--- config.mk ---
export PLATFORM = sky130hd
export DESIGN_NAME = spi_master_ctrl_flat
export DESIGN_NICKNAME = d
export VERILOG_FILES = /design/src/rtl/spi_master_ctrl_if.sv /design/src/rtl/spi_master_ctrl.sv /design/src/flat_wrapper.sv
export SDC_FILE = /design/constraint.sdc
export NUM_CORES = 1
export LEC_CHECK = 0
export CORE_UTILIZATION = 30
export DETAILED_ROUTE_END_ITERATION = 12
export SLEW_MARGIN = 20
export SYNTH_ARGS = -nofsm -noshare
export SYNTH_HDL_FRONTEND = slang
export SYNTH_SLANG_ARGS = --single-unit
export TNS_END_PERCENT = 10
--- constraint.sdc ---
create_clock -name clk -period 2.98 [get_ports clk]
set_input_delay 0.596 -clock clk [delete_from_list [all_inputs] [get_ports clk]]
set_output_delay 0.596 -clock clk [all_outputs]
set_load 0.05 [all_outputs]
--- src/rtl/spi_master_ctrl_if.sv ---
// Command/response bus between the command decoder and spi_master_ctrl.
// Handshake: a transfer on either channel happens on the rising clk edge where
// valid and ready are both high; the source holds its payload stable while
// valid is high and ready is low, and the sink may drop ready at any time.
interface spi_master_ctrl_if #(
    parameter int SLOT_W = 2
) ();
    logic              cmd_valid;
    logic              cmd_ready;
    logic [SLOT_W-1:0] cmd_slot;
    logic              cmd_rw;
    logic [6:0]        cmd_addr;
    logic [7:0]        cmd_wdata;
    logic              rsp_valid;
    logic              rsp_ready;
    logic [7:0]        rsp_data;

    // Requester side (command decoder)
    modport master (
        output cmd_valid, cmd_slot, cmd_rw, cmd_addr, cmd_wdata, rsp_ready,
        input  cmd_ready, rsp_valid, rsp_data
    );

    // Controller side (spi_master_ctrl)
    modport slave (
        input  cmd_valid, cmd_slot, cmd_rw, cmd_addr, cmd_wdata, rsp_ready,
        output cmd_ready, rsp_valid, rsp_data
    );
endinterface

--- src/rtl/spi_master_ctrl.sv ---
// SPI mode-0 initiator issuing one 16-bit register write/read per command.
// Frame, MSB first: {rw, addr[6:0], data[7:0]}; data is 8'h00 for reads.
// Optional feature macro SPI_MASTER_LOOPBACK_EN adds a loopback input that
// samples the outgoing mosi instead of miso and keeps every ss_n high.
module spi_master_ctrl #(
    parameter int N_slots    = 4,
    parameter int CLK_DIV    = 4,
    parameter int GAP_CYCLES = 8
) (
    input  logic               clk,
    input  logic               reset,
    spi_master_ctrl_if.slave   bus,
`ifdef SPI_MASTER_LOOPBACK_EN
    input  logic               loopback,
`endif
    output logic               busy,
    output logic               sck,
    output logic [N_slots-1:0] ss_n,
    output logic               mosi,
    input  logic               miso,
    output logic [2:0]         dbg_state
);
    localparam int SLOT_W = (N_slots > 1) ? $clog2(N_slots) : 1;
    localparam logic [15:0] DIV_LOAD = 16'(CLK_DIV - 1);
    localparam logic [15:0] GAP_LOAD = 16'(GAP_CYCLES - 1);

    typedef enum logic [2:0] {
        S_IDLE  = 3'd0,
        S_SETUP = 3'd1,
        S_SHIFT = 3'd2,
        S_HOLD  = 3'd3,
        S_GAP   = 3'd4,
        S_RESP  = 3'd5
    } state_t;

    state_t            state_q, state_d;
    logic [15:0]       cnt_q, cnt_d;        // cycles left in current phase/half-period
    logic [4:0]        hp_q, hp_d;          // half-period index within SHIFT
    logic [15:0]       tx_q, tx_d;          // outgoing frame, bit 15 drives mosi
    logic [7:0]        rx_q, rx_d;          // last sampled bits
    logic              rw_q, rw_d;
    logic [SLOT_W-1:0] slot_q, slot_d;
    logic [7:0]        rsp_data_q, rsp_data_d;
    logic              ready_q, ready_d;
    logic              slot_ok;
    logic              sample_bit;
    logic              bus_on;

    assign slot_ok = (int'(slot_q) < N_slots);

`ifdef SPI_MASTER_LOOPBACK_EN
    assign sample_bit = loopback ? tx_q[15] : miso;
    assign bus_on     = slot_ok && !loopback;
`else
    assign sample_bit = miso;
    assign bus_on     = slot_ok;
`endif

    // Next-state, counters and shift registers
    always_comb begin
        state_d    = state_q;
        cnt_d      = cnt_q;
        hp_d       = hp_q;
        tx_d       = tx_q;
        rx_d       = rx_q;
        rw_d       = rw_q;
        slot_d     = slot_q;
        rsp_data_d = rsp_data_q;
        case (state_q)
            S_IDLE: begin
                if (bus.cmd_valid && ready_q) begin
                    state_d = S_SETUP;
                    cnt_d   = DIV_LOAD;
                    rw_d    = bus.cmd_rw;
                    slot_d  = bus.cmd_slot;
                    tx_d    = {bus.cmd_rw, bus.cmd_addr,
                               bus.cmd_rw ? 8'h00 : bus.cmd_wdata};
                    rx_d    = 8'h00;
                end
            end
            S_SETUP: begin
                if (cnt_q == 16'd0) begin
                    state_d = S_SHIFT;
                    cnt_d   = DIV_LOAD;
                    hp_d    = 5'd0;
                end else begin
                    cnt_d = cnt_q - 16'd1;
                end
            end
            S_SHIFT: begin
                if (cnt_q == 16'd0) begin
                    cnt_d = DIV_LOAD;
                    hp_d  = hp_q + 5'd1;
                    // even half-period ends on a rising sck edge, odd on a falling one
                    if (!hp_q[0]) begin
                        rx_d = {rx_q[6:0], sample_bit};
                    end else begin
                        tx_d = {tx_q[14:0], 1'b0};
                    end
                    if (hp_q == 5'd31) begin
                        state_d = S_HOLD;
                    end
                end else begin
                    cnt_d = cnt_q - 16'd1;
                end
            end
            S_HOLD: begin
                if (cnt_q == 16'd0) begin
                    state_d = S_GAP;
                    cnt_d   = GAP_LOAD;
                end else begin
                    cnt_d = cnt_q - 16'd1;
                end
            end
            S_GAP: begin
                if (cnt_q == 16'd0) begin
                    if (rw_q) begin
                        state_d    = S_RESP;
                        rsp_data_d = slot_ok ? rx_q : 8'hFF;
                    end else begin
                        state_d = S_IDLE;
                    end
                end else begin
                    cnt_d = cnt_q - 16'd1;
                end
            end
            S_RESP: begin
                if (bus.rsp_ready) begin
                    state_d = S_IDLE;
                end
            end
            default: state_d = S_IDLE;
        endcase
        ready_d = (state_d == S_IDLE);
    end

    // State and datapath registers; reset aborts any transfer in flight
    always_ff @(posedge clk) begin
        if (reset) begin
            state_q    <= S_IDLE;
            cnt_q      <= 16'd0;
            hp_q       <= 5'd0;
            tx_q       <= 16'd0;
            rx_q       <= 8'h00;
            rw_q       <= 1'b0;
            slot_q     <= '0;
            rsp_data_q <= 8'h00;
            ready_q    <= 1'b0;
        end else begin
            state_q    <= state_d;
            cnt_q      <= cnt_d;
            hp_q       <= hp_d;
            tx_q       <= tx_d;
            rx_q       <= rx_d;
            rw_q       <= rw_d;
            slot_q     <= slot_d;
            rsp_data_q <= rsp_data_d;
            ready_q    <= ready_d;
        end
    end

    // Chip-select decode: one line low from SETUP through HOLD
    always_comb begin
        ss_n = '1;
        if ((state_q == S_SETUP || state_q == S_SHIFT || state_q == S_HOLD) && bus_on) begin
            for (int i = 0; i < N_slots; i++) begin
                if (int'(slot_q) == i) begin
                    ss_n[i] = 1'b0;
                end
            end
        end
    end

    assign sck           = (state_q == S_SHIFT) && hp_q[0];
    assign mosi          = tx_q[15];
    assign busy          = (state_q != S_IDLE);
    assign bus.cmd_ready = ready_q;
    assign bus.rsp_valid = (state_q == S_RESP);
    assign bus.rsp_data  = rsp_data_q;
    assign dbg_state     = state_q;
endmodule

--- src/flat_wrapper.sv ---
// flat-port wrapper written by rule: the top's interface ports become plain ports
module spi_master_ctrl_flat 
#(
    parameter int N_slots    = 4,
    parameter int CLK_DIV    = 4,
    parameter int GAP_CYCLES = 8
)
  (clk, reset, busy, sck, ss_n, mosi, miso, dbg_state, bus_cmd_valid, bus_cmd_slot, bus_cmd_rw, bus_cmd_addr, bus_cmd_wdata, bus_rsp_ready, bus_cmd_ready, bus_rsp_valid, bus_rsp_data);
  spi_master_ctrl_if bus_i ();
  input  logic clk;
  input  logic reset;
  output logic busy;
  output logic sck;
  output logic [N_slots-1:0] ss_n;
  output logic mosi;
  input  logic miso;
  output logic [2:0] dbg_state;
  input wire logic [$bits(bus_i.cmd_valid)-1:0] bus_cmd_valid;
  input wire logic [$bits(bus_i.cmd_slot)-1:0] bus_cmd_slot;
  input wire logic [$bits(bus_i.cmd_rw)-1:0] bus_cmd_rw;
  input wire logic [$bits(bus_i.cmd_addr)-1:0] bus_cmd_addr;
  input wire logic [$bits(bus_i.cmd_wdata)-1:0] bus_cmd_wdata;
  input wire logic [$bits(bus_i.rsp_ready)-1:0] bus_rsp_ready;
  output wire logic [$bits(bus_i.cmd_ready)-1:0] bus_cmd_ready;
  output wire logic [$bits(bus_i.rsp_valid)-1:0] bus_rsp_valid;
  output wire logic [$bits(bus_i.rsp_data)-1:0] bus_rsp_data;
  assign bus_i.cmd_valid = bus_cmd_valid;
  assign bus_i.cmd_slot = bus_cmd_slot;
  assign bus_i.cmd_rw = bus_cmd_rw;
  assign bus_i.cmd_addr = bus_cmd_addr;
  assign bus_i.cmd_wdata = bus_cmd_wdata;
  assign bus_i.rsp_ready = bus_rsp_ready;
  assign bus_cmd_ready = bus_i.cmd_ready;
  assign bus_rsp_valid = bus_i.rsp_valid;
  assign bus_rsp_data = bus_i.rsp_data;
  spi_master_ctrl #(.N_slots(N_slots), .CLK_DIV(CLK_DIV), .GAP_CYCLES(GAP_CYCLES)) u_core (.clk(clk), .reset(reset), .bus(bus_i), .busy(busy), .sck(sck), .ss_n(ss_n), .mosi(mosi), .miso(miso), .dbg_state(dbg_state));
endmodule
# Yosys cells after proc, flatten, opt, wreduce, memory -nomap -nowiden
# Index checks and enable logic that the tools add are counted.
# totals
word_cells,76
reg_bits,60
inputBits,23
out_inout_bits,20
# classes
n_eq_ne,15
n_reduce_logical,19
addsub,2
mux,31
# op_table
operator,count
$mux W16,7
$pmux W16 S4,1
$mux W8,4
$pmux W16 S2,1
$mux W3,8
$pmux W3 S6,1
$logic_not A16 Y1,1
$pmux W8 S2,1
$sub A16 B1 Y16 const B,1
$mux W5,2
$pmux W5 S2,1
$reduce_and A3 Y1,3
$ne A2 B1 Y1 const B,4
$reduce_and A4 Y1,2
$eq A3 B2 Y1 const B,2
$eq A3 B3 Y1 const B,2
$logic_not A3 Y1,2
$add A5 B1 Y5 const B,1
$eq A5 B5 Y1 const B,1
$eq A2 B2 Y1 const B,2
$mux W1,4
$mux W4,1
$ne A2 B2 Y1 const B,2
$reduce_bool A2 Y1,2
other kinds (9),11

# Longest topological paths before layout
# Gate-level depths: netlist of run 1.
# depth
depth_word,5
ltp_mapped,9
mapped_depth_nobuf,8

# Worst setup path before layout of run 1
# No wires, ideal clock.
# synth_path
path_kind,register to register
start,register u_core.state_q[0] (netlist: u_core.dbg_state[0])
end,register u_core.tx_q[12]
t_arrival_ns,2.326
path_buffers,3
path_slack_ns,0.563
stages_incl_launch_ff,9
period_less_slack_ns,2.417
path_cell_list,dfxtp_1 buf_2 or3_1 or2_1 o21ai_4 and2_1 buf_4 buf_6 a311oi_1
# synth_between
elab_chain_cells,3
# synth_rtl
element,line_no,source
from (decl),spi_master_ctrl.sv:36,"state_t state_q, state_d;"
from (signal assigned),spi_master_ctrl.sv:150,state_q <= state_d;
$eq A3 B2 Y1 or $logic_not A3 Y1 (tied branches),spi_master_ctrl.sv:69,case (state_q)
$ne A2 B1 Y1 (no line) or $reduce_bool A2 Y1 (tied branches),--,
$reduce_and A4 Y1 (no line),--,
to (signal assigned),spi_master_ctrl.sv:153,tx_q <= tx_d;
to (decl),spi_master_ctrl.sv:39,"logic [15:0] tx_q, tx_d;"
# Parallel ways exist; a longest one is shown, timed or not.
# A chain may end at the register's enable or synchronous reset.

# Worst setup path in the final report of run 1
# layout_path
start,register u_core.state_q[1] (netlist: u_core.dbg_state[1])
end,output port busy
# layout_between
elab_chain_cells,1
# layout_rtl
element,line_no,source
$reduce_bool A3 Y1,spi_master_ctrl.sv:176,assign busy = (state_q != S_IDLE);
to (decl),flat_wrapper.sv:12,output logic busy;
# Every way passes these cells.

==> reports/results.tsv, run 1 <==
metric	value	unit
cp-start-kind	register	
vias_per_cell	5.18	
ys_types	57	
ios	43	
grt_max_degree	25	
placedCellCount	492	
relSlewSlack	0.502	
root_buffer	clkbuf_8	
stdcell_count	508	
hold_viol_final	0	
timing.final.ws_setup	0.315	ns
ys_seq_area_frac	0.407	
syn_area_per_cell	8.86	µm²
grt_overflow	0	
grt_antenna_before_repair	0	
drt-wirelength-per-cell	14.1	µm
synth_top_family_by_area	simple AND/OR/NAND/NOR gates	
synth.top_cells.by_count	dfxtp_1 (60), a21oi_1 (45), nand2_1 (32)	
cts_tree	done	
fin_tns_setup	0	ns
clock-skew-final	0.0134	ns
rows	35	
synthXorXnorAreaFrac	0.00594	
fin_crit_sh	0.894	
die_y	101	µm
die_w	101	µm
reg2reg_slack	0.43	ns
core_area	9370	µm²
worstHoldStart	u_core.hp_q[4]$_SDFFE_PP0P_	
grt_usage	0.153	
fin_crit	2.66	ns
dpl.hpwl	5.12	mm
synth_nets	360	
rr_startpoint	u_core.cnt_q[0]$_SDFFE_PP0P_	
synth_adder_area_share	0.0170	
drt.antenna.violating_nets	0	
dp_slack	0.378	ns
portBuffers	42	
total_power	0.00400	W
cp-end-kind	output port	
post_cts_buffers	0	
area_growth	26.4	%
r2r_cells	7	
clkTransAtPathRegs	0.07	ns
clockBufferDepth	2	
yosysTopAreaCell	dfxtp_1	
hold_class	register to register	
syn_inst	333	
grt_pass1_wl	12.2	mm
first_global_vias	2475	
criticalPathCategory	register to output port	
min_path_cells	2	
timing.rr.end	u_core.tx_q[15]$_SDFFE_PP0P_	
drtIter0Drc	156	
async_flop_share	0	
power_leakage	1.39	nW
vias	2629	
worstPathRequired	2.38	ns
rsz0062_at_grt	no	
ys_top_cells_by_area	dfxtp_1 (41%), a21oi_1 (7.6%), nand2_1 (4.1%)	
crit_fanout	10	
cts_buffers	9	
final_nets	401	
synthSimpleGateAreaFrac	0.262	
antennaDiodeCount	0	
arrival	2.07	ns
synth_seq_cells	60	
die-area	10200	µm²
outcome	finished clean	
ys.flop_type	dfxtp_1	
p_per_area	1070	nW/µm²
ctsHoldBuffers	0	
ir_worst_vdd	377	µV
synth_most_common_cell	dfxtp_1	
remaining_drc_errors	0	
yosys_warnings	0	
synth_edf_count	0	
slew_viol_final	0	
routed_wl	7.18	mm
htreeDepth	3	
worstMarginPinSlew	0.747	ns
holdPathEnd	u_core.hp_q[4]$_SDFFE_PP0P_	
synthMuxAreaShare	0.0373	
yosysTopAreaCellShare	0.407	
syn_area	2950	µm²
synth_compound_area_frac	0.225	
clock_latency	0.35	ns
start_util	0.315	
dr.pass1.iters	4	
clock-sinks	60	
setup_viol	0	
drive_gt1_frac	0.106	
cts_resized	0	
max_freq	0.375	GHz
maxCapViolCount	0	
gp_congestion	0.780	
-- metal layers --
metal  track usage  vias to the layer above  routed length (µm)
met5             0                        -                   0
met4        0.0502                        0                 106
met1         0.200                     1241                3490
met2         0.237                       57                3270
li1              -                     1321                   -
met3        0.0497                       10                 309
-- power breakdown --
group | internal (W) | leakage, nW | switching, W
logic | 0.000748 | 0.798 | 0.00121
clock network | 0.000491 | 0.105 | 0.000335
registers | 0.000998 | 0.488 | 0.000218
total | 0.00224 | 1.39 | 0.00176
-- placed cells by master, fill, tap and decap left out, drive strengths merged, types with 8 or more instances in the layout --
master / n
a211oi: 10
a21oi: 45
a22o: 8
a311oi: 8
buf: 11
clkbuf: 10
clkdlybuf4s50: 41
dfxtp: 60
mux2i: 11
nand2: 33
nor2: 25
nor3b: 12
o21ai: 9
or3: 8
or4: 9
-- worst max-delay path by stage --
stage | start | depth (start not counted) | endpoint | slack, ns
2_1_floorplan | u_core.dbg_state[0]$_SDFF_PP0_ | 8 | u_core.tx_q[12]$_SDFFE_PP0P_ | 0.56
3_3_place_gp | bus_cmd_valid | 6 | u_core.tx_q[9]$_SDFFE_PP0P_ | 0.41
3_5_place_dp | bus_cmd_valid | 6 | u_core.tx_q[15]$_SDFFE_PP0P_ | 0.38
4_1_cts | u_core.dbg_state[1]$_SDFF_PP0_ | 3 | busy | 0.28
5_1_grt | u_core.dbg_state[1]$_SDFF_PP0_ | 4 | bus_rsp_valid | 0.19
6_report | u_core.dbg_state[1]$_SDFF_PP0_ | 3 | busy | 0.32
-- cell type report --
class / instances / area, µm²
timing repair buffer: 52 / 505
inverter: 6 / 22.5
clock inverter: 6 / 87.6
sequential: 60 / 1200
clock buffer: 10 / 138
tap: 129 / 161
multi-input combinational: 245 / 1610
fill: 967 / 5640
-- state kept, by name, indices dropped and copies added (netlist names) --
signal,cells
u_core.bus.rsp_data,8
u_core.rx_q,8
u_core.tx_q,16
u_core.cnt_q,16
u_core.hp_q,5
u_core.bus.cmd_ready,1
u_core.dbg_state,3
u_core.slot_q,2
u_core.rw_q,1
-- critical path, cell delays in order, from the launching register on --
cell and delay (ns):
dfxtp_1 0.36, buf_4 0.19, or3_1 0.44, clkdlybuf4s50_1 0.74
-- kinds of logic (layout without fill, tap and decap cells) --
| group | Yosys count | count (layout) |
|---|---|---|
| and+or+nand+nor | 128 | 128 |
| AOI/OAI and AO/OA | 100 | 100 |
| adders and majority gates | 4 | 4 |
| muxes | 11 | 11 |
| xor gates and xnor gates | 2 | 2 |
| buffers and inverters | 28 | 74 |
| DFF | 60 | 60 |
-- through the flow --
| stage | hold WS [ns] | area [µm²] | utilization |
|---|---|---|---|
| finish | 0.461 | 3730 | 0.398 |
| global route | 0.500 | 3730 | 0.398 |
| detailed placement | 0.457 | 3500 | 0.374 |
| floorplan | 0.436 | 2950 | - |
| global placement | 0.456 | 3500 | 0.374 |
| CTS | 0.467 | 3730 | 0.398 |
No activity file was read; power rests on OpenSTA's default activity.
==> run 2, diff against run 1 <==
Settings changed: CAP_MARGIN set to 5.
Clock period 2.98 ns to 3.3 ns, I/O delays scaled along.
==> run 2 against run 1 <==
  * Non-clock buffer count decreased by 5
  * Flip-flop and latch count unchanged
  * Sequential share of layout area increased by 0.51 points
  * Clock skew increased by 0.00070 ns
  * Register-to-register slack improved by 0.33 ns
  * Worst setup slack improved by 0.068 ns
  * Global-route usage decreased by 0.36 points
  * Sequential power decreased by 9%
  * Routed wire length increased by 0.36%
  * Utilization decreased by 0.61 points
  * Die area unchanged
  * Largest cell class unchanged
==> reports/results.tsv, run 2 (synthesis results as in run 1) <==
metric	value	unit	change
outcome	finished clean		unchanged
ctsHoldBuffers	0		unchanged
final_nets	396		was 401
seqCellArea	1200	µm²	unchanged
arrival	2.26	ns	was 2.07 ns
fin_tns_setup	0	ns	unchanged
use_met2	0.238		was 0.237
slew_viol_final	0		unchanged
dr.pass1.iters	5		was 4
setup_viol	0		unchanged
vias_per_cell	5.18		about the same
clockBufferDepth	2		unchanged
grt_usage	0.149		was 0.153
drtIter0Drc	118		was 156
ir_worst_vdd	354	µV	was 377 µV
rsz0062_at_grt	no		unchanged
clkTransAtPathRegs	0.07	ns	about the same
hold_viol_final	0		unchanged
drt.antenna.violating_nets	0		unchanged
fin_crit	2.92	ns	
drt-wirelength-per-cell	14.3	µm	was 14.1 µm
met3_usage	0.0531		was 0.0497
ios	43		unchanged
worstPathRequired	2.64	ns	was 2.38 ns
layout_commonest_cell	dfxtp_1		unchanged
hold_class	register to register		unchanged
rows	35		unchanged
post_cts_buffers	0		unchanged
grtUsageMet1	0.189		was 0.200
grt_antenna_before_repair	0		unchanged
clock-skew-final	0.0141	ns	was 0.0134 ns
grt_most_used_layer	met2		unchanged
cp-end-kind	output port		unchanged
htreeDepth	3		unchanged
first_global_vias	2452		was 2475
die-area	10200	µm²	unchanged
mostFrequentLayoutCells	dfxtp_1 (60), a21oi_1 (45), clkdlybuf4s50_1 (41)		unchanged
portBuffers	42		unchanged
clock-sinks	60		unchanged
grt_max_degree	25		unchanged
cts_buffers	9		unchanged
grt_overflow	0		unchanged
max_stage_delay	0.72	ns	was 0.74 ns
p_per_area	966	nW/µm²	was 1070 nW/µm²
cp-start-kind	register		unchanged
die_y	101	µm	unchanged
area_growth	24.5	%	was 26.4%
antennaDiodeCount	0		unchanged
relSlewSlack	0.398		was 0.502
drive_gt1_frac	0.0882		was 0.106
root_buffer	clkbuf_8		unchanged
core_area	9370	µm²	unchanged
vias	2604		was 2629
fin_crit_sh	0.884		
crit_fanout	11		was 10
worstMarginPinSlew	0.901	ns	was 0.747 ns
multi_input_area	1610	µm²	unchanged
start_util	0.315		unchanged
maxCapViolCount	0		unchanged
remaining_drc_errors	0		unchanged
criticalPathCategory	register to output port		unchanged
grt_pass1_wl	11.9	mm	was 12.2 mm
fill_cells	948		was 967
crit_chain	nor2_1 > or4_1 > clkdlybuf4s50_1		was buf_4 > or3_1 > clkdlybuf4s50_1
cts_resized	0		unchanged
final_util	0.392		was 0.398
max_freq	0.343	GHz	
dpl.hpwl	5.02	mm	was 5.12 mm
clock_latency	0.34	ns	was 0.35 ns
power_leakage	1.36	nW	was 1.39 nW
biggestRegsByFlops	u_core.cnt_q: 16 flops, u_core.tx_q: 16 flops		unchanged
gp_congestion	0.790		was 0.780
cts_tree	done		unchanged
cpMaxStageDelayCell	clkdlybuf4s50_1		unchanged
die_w	101	µm	unchanged
routed_wl	7.21	mm	was 7.18 mm
## run 2: cell count changes in the layout (fill, tap and decap cells not counted), sizes merged
| cell | change |
|---|---|
| clkinvlp | -2 |
| buf | -5 |
| clkbuf | +2 |
## run 2: worst max-delay path, delay by kind of cell, from the launching register on
family                 cells  cell delay (ns)
buffers and inverters      1             0.72
flip-flops                 1             0.62
AND/OR/NAND/NOR            2             0.59
## run 2: where the power goes
group	internal, W	switching [W]
combinational	0.000660	0.00104
clock	0.000445	0.000288
sequential	0.000901	0.000210
## run 2: per-stage QoR
stage / worst slack [ns] / hold WS (ns) / instance area (µm²) / total power (W) / instances
after floorplan: 0.883 / 0.436 / 2950 / 0.00242 / 333
after CTS: 0.347 / 0.468 / 3670 / 0.00358 / 503
after global routing: 0.245 / 0.496 / 3670 / 0.00382 / 503
final: 0.383 / 0.466 / 3670 / 0.00355 / 503
after global placement: 0.644 / 0.452 / 3450 / 0.00279 / 487
after detailed placement: 0.618 / 0.458 / 3450 / 0.00283 / 487
## run 2: area by class of cell
type                       instances  area share
multi-input combinational        245       0.439
sequential                        60       0.327
timing repair buffer              47       0.124
tap                              129      0.0440
clock buffer                      12      0.0395
clock inverter                     4      0.0198
inverter                           6     0.00613
## run 2: path summary, 6_finish.rpt
check,from,to,slack (ns),depth (start not counted)
min,u_core.hp_q[4]$_SDFFE_PP0P_,u_core.hp_q[4]$_SDFFE_PP0P_,0.47,2
max,u_core.dbg_state[0]$_SDFF_PP0_,ss_n[0],0.38,3
max reg2reg,u_core.dbg_state[1]$_SDFF_PP0_,u_core.tx_q[11]$_SDFFE_PP0P_,0.76,4
min reg2reg,u_core.hp_q[4]$_SDFFE_PP0P_,u_core.hp_q[4]$_SDFFE_PP0P_,0.47,2
## run 2: layer usage
metal  vias to the layer above  share of wire
met2                        60           0.45
li1                       1321              -
met4                         0          0.012
met3                         9          0.046
met1                      1214           0.50
met5                         -              0
==> run 3, diff against run 2 <==
Settings changed: SKIP_LAST_GASP set to 1.
==> results of run 3 <==
The final DEF is identical to that of run 2; final timing and power are the same.
